### src/rtl/dram_controller_if.sv
// CPU-side strobes and DRAM-side address/strobe lines of the fast-page-mode controller.
// The CPU/system side is the master; the controller is the slave.
interface dram_controller_if #(
  parameter int ROW_BITS = 11
);
  logic                DRAM;
  logic                AS;
  logic                UDS;
  logic                LDS;
  logic                RW;
  logic [22:1]         ADDR;
  logic [ROW_BITS-1:0] MADDR;
  logic                RAS;
  logic                CASU;
  logic                CASL;
  logic                WE;
  logic                DTACK_DRAM;

  modport master (
    output DRAM, AS, UDS, LDS, RW, ADDR,
    input  MADDR, RAS, CASU, CASL, WE, DTACK_DRAM
  );

  modport slave (
    input  DRAM, AS, UDS, LDS, RW, ADDR,
    output MADDR, RAS, CASU, CASL, WE, DTACK_DRAM
  );
endinterface

### src/rtl/dram_controller.sv
// Fast-page-mode DRAM controller: row/column multiplexing, per-byte CAS, late-strobe writes
// and periodic CAS-before-RAS refresh. Every DRAM-facing output comes straight from a flop.
module dram_controller #(
  parameter int ROW_BITS    = 11,
  parameter int REFRESH_INT = 300,
  parameter int T_RP        = 2,
  parameter int T_RCD       = 1,
  parameter int T_CAS       = 2
) (
  input  logic             CLK,
  input  logic             RST,
  dram_controller_if.slave bus
);

  localparam int REF_W = $clog2(REFRESH_INT);

  typedef enum logic [2:0] {
    IDLE, ROW, COL, ACK, PRE, REF_CAS, REF_RAS, REF_END
  } state_t;

  state_t              state_q, state_d;
  logic [7:0]          cnt_q, cnt_d;
  logic [REF_W-1:0]    ref_cnt_q, ref_cnt_d;
  logic                ref_pend_q, ref_pend_d;
  logic [ROW_BITS-1:0] maddr_q, maddr_d;
  logic                ras_q, ras_d;
  logic                casu_q, casu_d;
  logic                casl_q, casl_d;
  logic                we_q, we_d;
  logic                dtack_q, dtack_d;
  logic                dram_q, as_q, uds_q, lds_q, rw_q;
  logic                ref_wrap, ref_take;
  logic [ROW_BITS-1:0] row_addr, col_addr;

  assign row_addr = bus.ADDR[2*ROW_BITS:ROW_BITS+1];
  assign col_addr = bus.ADDR[ROW_BITS:1];

  assign bus.MADDR      = maddr_q;
  assign bus.RAS        = ras_q;
  assign bus.CASU       = casu_q;
  assign bus.CASL       = casl_q;
  assign bus.WE         = we_q;
  assign bus.DTACK_DRAM = dtack_q;

  // CPU strobes are resampled once so the FSM never sees a changing input mid-cycle.
  always_ff @(posedge CLK or negedge RST) begin
    if (!RST) begin
      dram_q <= 1'b1;
      as_q   <= 1'b1;
      uds_q  <= 1'b1;
      lds_q  <= 1'b1;
      rw_q   <= 1'b1;
    end else begin
      dram_q <= bus.DRAM;
      as_q   <= bus.AS;
      uds_q  <= bus.UDS;
      lds_q  <= bus.LDS;
      rw_q   <= bus.RW;
    end
  end

  always_ff @(posedge CLK or negedge RST) begin
    if (!RST) begin
      state_q    <= IDLE;
      cnt_q      <= '0;
      ref_cnt_q  <= '0;
      ref_pend_q <= 1'b0;
      maddr_q    <= '0;
      ras_q      <= 1'b1;
      casu_q     <= 1'b1;
      casl_q     <= 1'b1;
      we_q       <= 1'b1;
      dtack_q    <= 1'b1;
    end else begin
      state_q    <= state_d;
      cnt_q      <= cnt_d;
      ref_cnt_q  <= ref_cnt_d;
      ref_pend_q <= ref_pend_d;
      maddr_q    <= maddr_d;
      ras_q      <= ras_d;
      casu_q     <= casu_d;
      casl_q     <= casl_d;
      we_q       <= we_d;
      dtack_q    <= dtack_d;
    end
  end

  always_comb begin
    state_d   = state_q;
    cnt_d     = cnt_q;
    maddr_d   = maddr_q;
    ras_d     = ras_q;
    casu_d    = casu_q;
    casl_d    = casl_q;
    we_d      = we_q;
    dtack_d   = dtack_q;
    ref_take  = 1'b0;
    ref_wrap  = (ref_cnt_q == REF_W'(REFRESH_INT - 1));
    ref_cnt_d = ref_wrap ? '0 : ref_cnt_q + REF_W'(1);

    unique case (state_q)
      IDLE: begin
        maddr_d = row_addr;
        if (ref_pend_q) begin
          state_d  = REF_CAS;
          casu_d   = 1'b0;
          casl_d   = 1'b0;
          we_d     = 1'b1;
          ref_take = 1'b1;
        end else if (!as_q && !dram_q) begin
          state_d = ROW;
          ras_d   = 1'b0;
          we_d    = rw_q;
          cnt_d   = '0;
        end
      end
      ROW: begin
        if (as_q) begin
          state_d = PRE;
          ras_d   = 1'b1;
          we_d    = 1'b1;
          cnt_d   = '0;
        end else if (cnt_q == 8'(T_RCD - 1)) begin
          state_d = COL;
          maddr_d = col_addr;
          cnt_d   = '0;
        end else begin
          cnt_d = cnt_q + 8'd1;
        end
      end
      COL: begin
        // CAS waits for a data strobe, which may arrive late on writes.
        if (as_q) begin
          state_d = PRE;
          ras_d   = 1'b1;
          casu_d  = 1'b1;
          casl_d  = 1'b1;
          we_d    = 1'b1;
          cnt_d   = '0;
        end else if (casu_q && casl_q) begin
          if (!uds_q || !lds_q) begin
            casu_d = uds_q;
            casl_d = lds_q;
            cnt_d  = '0;
          end
        end else if (cnt_q == 8'(T_CAS - 1)) begin
          state_d = ACK;
          dtack_d = 1'b0;
        end else begin
          cnt_d = cnt_q + 8'd1;
        end
      end
      ACK: begin
        if (as_q) begin
          state_d = PRE;
          dtack_d = 1'b1;
          ras_d   = 1'b1;
          casu_d  = 1'b1;
          casl_d  = 1'b1;
          we_d    = 1'b1;
          cnt_d   = '0;
        end
      end
      PRE: begin
        if (cnt_q == 8'(T_RP - 1)) begin
          state_d = IDLE;
        end else begin
          cnt_d = cnt_q + 8'd1;
        end
      end
      REF_CAS: begin
        state_d = REF_RAS;
        ras_d   = 1'b0;
        cnt_d   = '0;
      end
      REF_RAS: begin
        if (cnt_q == 8'd2) begin
          state_d = REF_END;
          ras_d   = 1'b1;
          casu_d  = 1'b1;
          casl_d  = 1'b1;
        end else begin
          cnt_d = cnt_q + 8'd1;
        end
      end
      REF_END: begin
        state_d = PRE;
        cnt_d   = '0;
      end
      default: state_d = IDLE;
    endcase

    // A wrap while a request is still pending simply merges into it.
    ref_pend_d = ref_pend_q;
    if (ref_wrap) begin
      ref_pend_d = 1'b1;
    end else if (ref_take) begin
      ref_pend_d = 1'b0;
    end
  end

endmodule

### src/flat_wrapper.sv
// flat-port wrapper written by rule: the top's interface ports become plain ports
module dram_controller_flat 
#(
  parameter int ROW_BITS    = 11,
  parameter int REFRESH_INT = 300,
  parameter int T_RP        = 2,
  parameter int T_RCD       = 1,
  parameter int T_CAS       = 2
)
  (CLK, RST, bus_DRAM, bus_AS, bus_UDS, bus_LDS, bus_RW, bus_ADDR, bus_MADDR, bus_RAS, bus_CASU, bus_CASL, bus_WE, bus_DTACK_DRAM);
  dram_controller_if #(.ROW_BITS(ROW_BITS)) bus_i ();
  input  logic CLK;
  input  logic RST;
  input wire logic [$bits(bus_i.DRAM)-1:0] bus_DRAM;
  input wire logic [$bits(bus_i.AS)-1:0] bus_AS;
  input wire logic [$bits(bus_i.UDS)-1:0] bus_UDS;
  input wire logic [$bits(bus_i.LDS)-1:0] bus_LDS;
  input wire logic [$bits(bus_i.RW)-1:0] bus_RW;
  input wire logic [$bits(bus_i.ADDR)-1:0] bus_ADDR;
  output wire logic [$bits(bus_i.MADDR)-1:0] bus_MADDR;
  output wire logic [$bits(bus_i.RAS)-1:0] bus_RAS;
  output wire logic [$bits(bus_i.CASU)-1:0] bus_CASU;
  output wire logic [$bits(bus_i.CASL)-1:0] bus_CASL;
  output wire logic [$bits(bus_i.WE)-1:0] bus_WE;
  output wire logic [$bits(bus_i.DTACK_DRAM)-1:0] bus_DTACK_DRAM;
  assign bus_i.DRAM = bus_DRAM;
  assign bus_i.AS = bus_AS;
  assign bus_i.UDS = bus_UDS;
  assign bus_i.LDS = bus_LDS;
  assign bus_i.RW = bus_RW;
  assign bus_i.ADDR = bus_ADDR;
  assign bus_MADDR = bus_i.MADDR;
  assign bus_RAS = bus_i.RAS;
  assign bus_CASU = bus_i.CASU;
  assign bus_CASL = bus_i.CASL;
  assign bus_WE = bus_i.WE;
  assign bus_DTACK_DRAM = bus_i.DTACK_DRAM;
  dram_controller #(.ROW_BITS(ROW_BITS), .REFRESH_INT(REFRESH_INT), .T_RP(T_RP), .T_RCD(T_RCD), .T_CAS(T_CAS)) u_core (.CLK(CLK), .RST(RST), .bus(bus_i));
endmodule
### config.mk
export PLATFORM = sky130hd
export DESIGN_NAME = dram_controller_flat
export DESIGN_NICKNAME = d
export VERILOG_FILES = /design/src/rtl/dram_controller_if.sv /design/src/rtl/dram_controller.sv /design/src/flat_wrapper.sv
export SDC_FILE = /design/constraint.sdc
export NUM_CORES = 1
export LEC_CHECK = 0
export ABC_CLOCK_PERIOD_IN_PS = 1900
export CORE_AREA = 2 2 85 87
export CTS_BUF_LIST = sky130_fd_sc_hd__clkbuf_4 sky130_fd_sc_hd__clkbuf_8
export DETAILED_ROUTE_END_ITERATION = 8
export DIE_AREA = 0 0 87 89
export PLACE_DENSITY = 0.57
export SLEW_MARGIN = 25
export SYNTH_ARGS = -nofsm -noshare
export SYNTH_HDL_FRONTEND = slang
export SYNTH_SLANG_ARGS = --single-unit
### constraint.sdc
create_clock -name CLK -period 1.9 [get_ports CLK]
set_input_delay 0.38 -clock CLK [delete_from_list [all_inputs] [get_ports CLK]]
set_output_delay 0.38 -clock CLK [all_outputs]
set_load 0.02 [all_outputs]
==> summary.txt <==
Synthesis
  • Synthesized cell area: 2350 sq um
  • Post-synth cell types: 57
  • Avg Cell Area, Syn: 10.1 sq um
  • Area leader, netlist: dfrtp_1
  • Synthesized net count: 266
  • Area contributors post-synth: dfrtp_1, dfstp_2, mux2i_1
  • Ys async rst share: 1.00
  • Post-synth EDFFs: 0
  • Syn Inst Count: 232
  • Seq/Total Area, Yosys: 0.453
  • Ys Warns: 0
  • Most frequent cell after synthesis: dfrtp_1
  • Synthesized flop and latch total: 42
  • Area share of the largest cell type after synthesis: 0.341
  • Synth cell count leaders: dfrtp_1, nand2_1, nor2_1
  • Ys flop type: dfrtp_1

Pwr
  • Maximum VDD drop: 0.494 mV
  • Leakage: 1.45 nW
  • Pwr/cell area: 1440 nW/um^2

Setup path
  • Setup crit start kind: flip-flop
  • Crit path largest cell delay: 420 ps
  • Critical Path AT: 2130 ps
  • Worst path cell trace: nor4_4 > nand3_2 > a221oi_4 > o311ai_4 > mux2_2
  • Crit Path Category: reg -> reg
  • CP Capture Type: flip-flop
  • Data required time at the worst endpoint: 2090 ps
  • Worst-path maximum fanout: 5
  • Crit path max-delay cell type: dfrtp_1

GRT
  • GR Overflow Total: 0
  • Vias in the first global route: 2006
  • Initial antenna violation count: 0
  • Largest net degree at the start of global routing: 25
  • First-pass GRT wire length: 9180 um
  • Total track usage: 0.153

Layout
  • Diode count: 0
  • P&R area growth vs syn: 46.0%
  • Share of cells above drive strength 1: 0.293
  • Nets: 347

Worst hold path
  • HP Class: in -> async

STA
  • Fin crit period: 1940 ps
  • Setup tns final: -223 ps
  • Post-route clock period utilization: 1.02
  • Worst Slack Setup Final: -40.9 ps
  • # setup viols final: 7
  • Final hold slack: 21.6 ps
  • Worst-margin pin slew: 475 ps
  • RSZ-0062 raised after global routing: true
  • Hold Violations, Final: 0
  • F_max: 0.515 GHz
  • Max-slew violation count: 0
  • Slew HR: 0.683
  • Clock skew: 4.89 ps

Routing
  • Iter 0 DRT Violations: 88
  • Post-route ant nets: 0
  • Avg WL per Cell: 14.8 um
  • Via/cell ratio: 5.17
  • Residual DRC: 0
  • DR pass1 iterations: 4
  • Final wirelength: 5840 um
  • Via count: 2036

Clock network
  • CTS Buf Count: 5
  • CTS Sinks: 42
  • Skew-Pair Late Insertion Delay: 300 ps
  • CTS tree: yes
  • Clock buffer depth: 2
  • Clock slew at reported path FFs: 90 ps
  • H-tree levels: 2
  • Root Driver: clkbuf_8

Die
  • Die span in y: 89 um
  • Core ar.: 6720 sq um
  • IO Pins: 45
  • Die X: 87 um
  • Row count: 30
  • Die outline area: 7740 sq um
  • Initial Utilization: 0.350

Status
  • Failing checks: negative setup slack
  • Status: complete, but fails checks

Place
  • Buffers added on ports: 44
  • DP HPWL: 4040 um
  • Final GP Congestion: 0.909

Job
  • Max-Cap Viols: 0
==> layout by cell type (no fill, tap or decap), types with 3 or more instances in the layout <==
master	count
buf_4	34
dfstp_2	10
xnor2_1	3
clkdlybuf4s50_1	43
a21oi_1	10
nor2_1	20
buf_12	3
inv_1	5
mux2i_1	12
o21ai_1	4
clkbuf_8	5
nand2_1	24
mux2_2	4
a31oi_1	3
ha_1	5
nor2b_1	4
o21ai_0	11
nor3_1	3
o31a_4	3
and3_1	5
dfrtp_1	32
nand3_1	5
xor2_1	3
nand2b_1	6
==> power breakdown <==
group          leakage [nW]  internal, mW  switching, mW
logic                 0.890          1.52           1.52
registers             0.511          1.16          0.139
clock network        0.0447         0.265          0.344
total                  1.45          2.94           2.01
==> repair_timing <==
action                                  CTS  global route
endpoints found under the setup margin   19            22
hold buffers                              0             0
pin swaps                                 8             5
cloned                                    0             2
setup buffers                             4             1
endpoints found under the hold margin     0             0
resized for setup                        12            18
==> state kept, by name, indices dropped and copies added, names as in the netlist <==
signal,cells
u_core.rw_q,1
u_core.bus.CASL,1
u_core.state_q,3
u_core.uds_q,1
u_core.bus.MADDR,11
u_core.lds_q,1
u_core.ref_pend_q,1
u_core.bus.CASU,1
u_core.ref_cnt_q,9
u_core.bus.WE,1
u_core.as_q,1
u_core.dram_q,1
u_core.bus.RAS,1
u_core.bus.DTACK_DRAM,1
u_core.cnt_q,8
==> area by class of cell <==
type / count / area (sq um)
inverter: 5 / 18.8
tap: 80 / 100
timing repair buffer: 83 / 773
clock inverter: 3 / 25.0
sequential: 42 / 1060
multi-input combinational: 176 / 1380
fill: 628 / 3290
clock buffer: 5 / 68.8
==> path summary, 6_finish.rpt <==
check	from	end	slack, ps	cells after the start
setup / recovery	u_core.cnt_q[5]	u_core.state_q[2]	-40	5
hold / removal	RST	u_core.state_q[0]	20	1
setup reg to reg	u_core.cnt_q[5]	u_core.state_q[2]	-40	5
hold reg to reg	u_core.ref_cnt_q[0]	u_core.ref_cnt_q[0]	460	1
max in group asynchronous	RST	u_core.bus.WE	1310	2
min in group CLK	u_core.ref_cnt_q[0]	u_core.ref_cnt_q[0]	460	1
==> per-layer routing <==
layer,vias to the layer above,part of all wire,GRT usage
li1,1020,-,-
met1,963,0.46,0.194
met2,44,0.48,0.250
met3,9,0.039,0.0351
met4,0,0.017,0.0710
met5,-,0,0
==> critical path, delay by kind of cell (launching register included) <==
kind | cells | cell delay (ps)
and+or+nand+nor | 2 | 570
AOI/OAI and AO/OA | 2 | 530
DFF | 1 | 420
muxes | 1 | 300
==> cells by family after synthesis <==
kind of cell	Yosys count	synth area share
simple gates	85	0.194
mux	16	0.0703
buf+inv	16	0.0314
flops	42	0.453
xor+xnor	6	0.0224
compound gates	62	0.202
fa+ha+maj	5	0.0266
==> metrics by stage <==
step / instances / worst slack [ps] / utilization / area (sq um) / power (mW)
4_1_cts: 391 / -21.6 / 0.494 / 3320 / 4.70
6_report: 394 / -40.9 / 0.510 / 3430 / 4.95
2_1_floorplan: 232 / 20.2 / - / 2360 / 2.79
3_5_place_dp: 379 / -67.2 / 0.466 / 3130 / 3.89
5_1_grt: 394 / -111 / 0.510 / 3430 / 5.33
3_3_place_gp: 379 / -34.0 / 0.466 / 3130 / 3.89
Note: power is estimated with default switching activity, not from simulation.
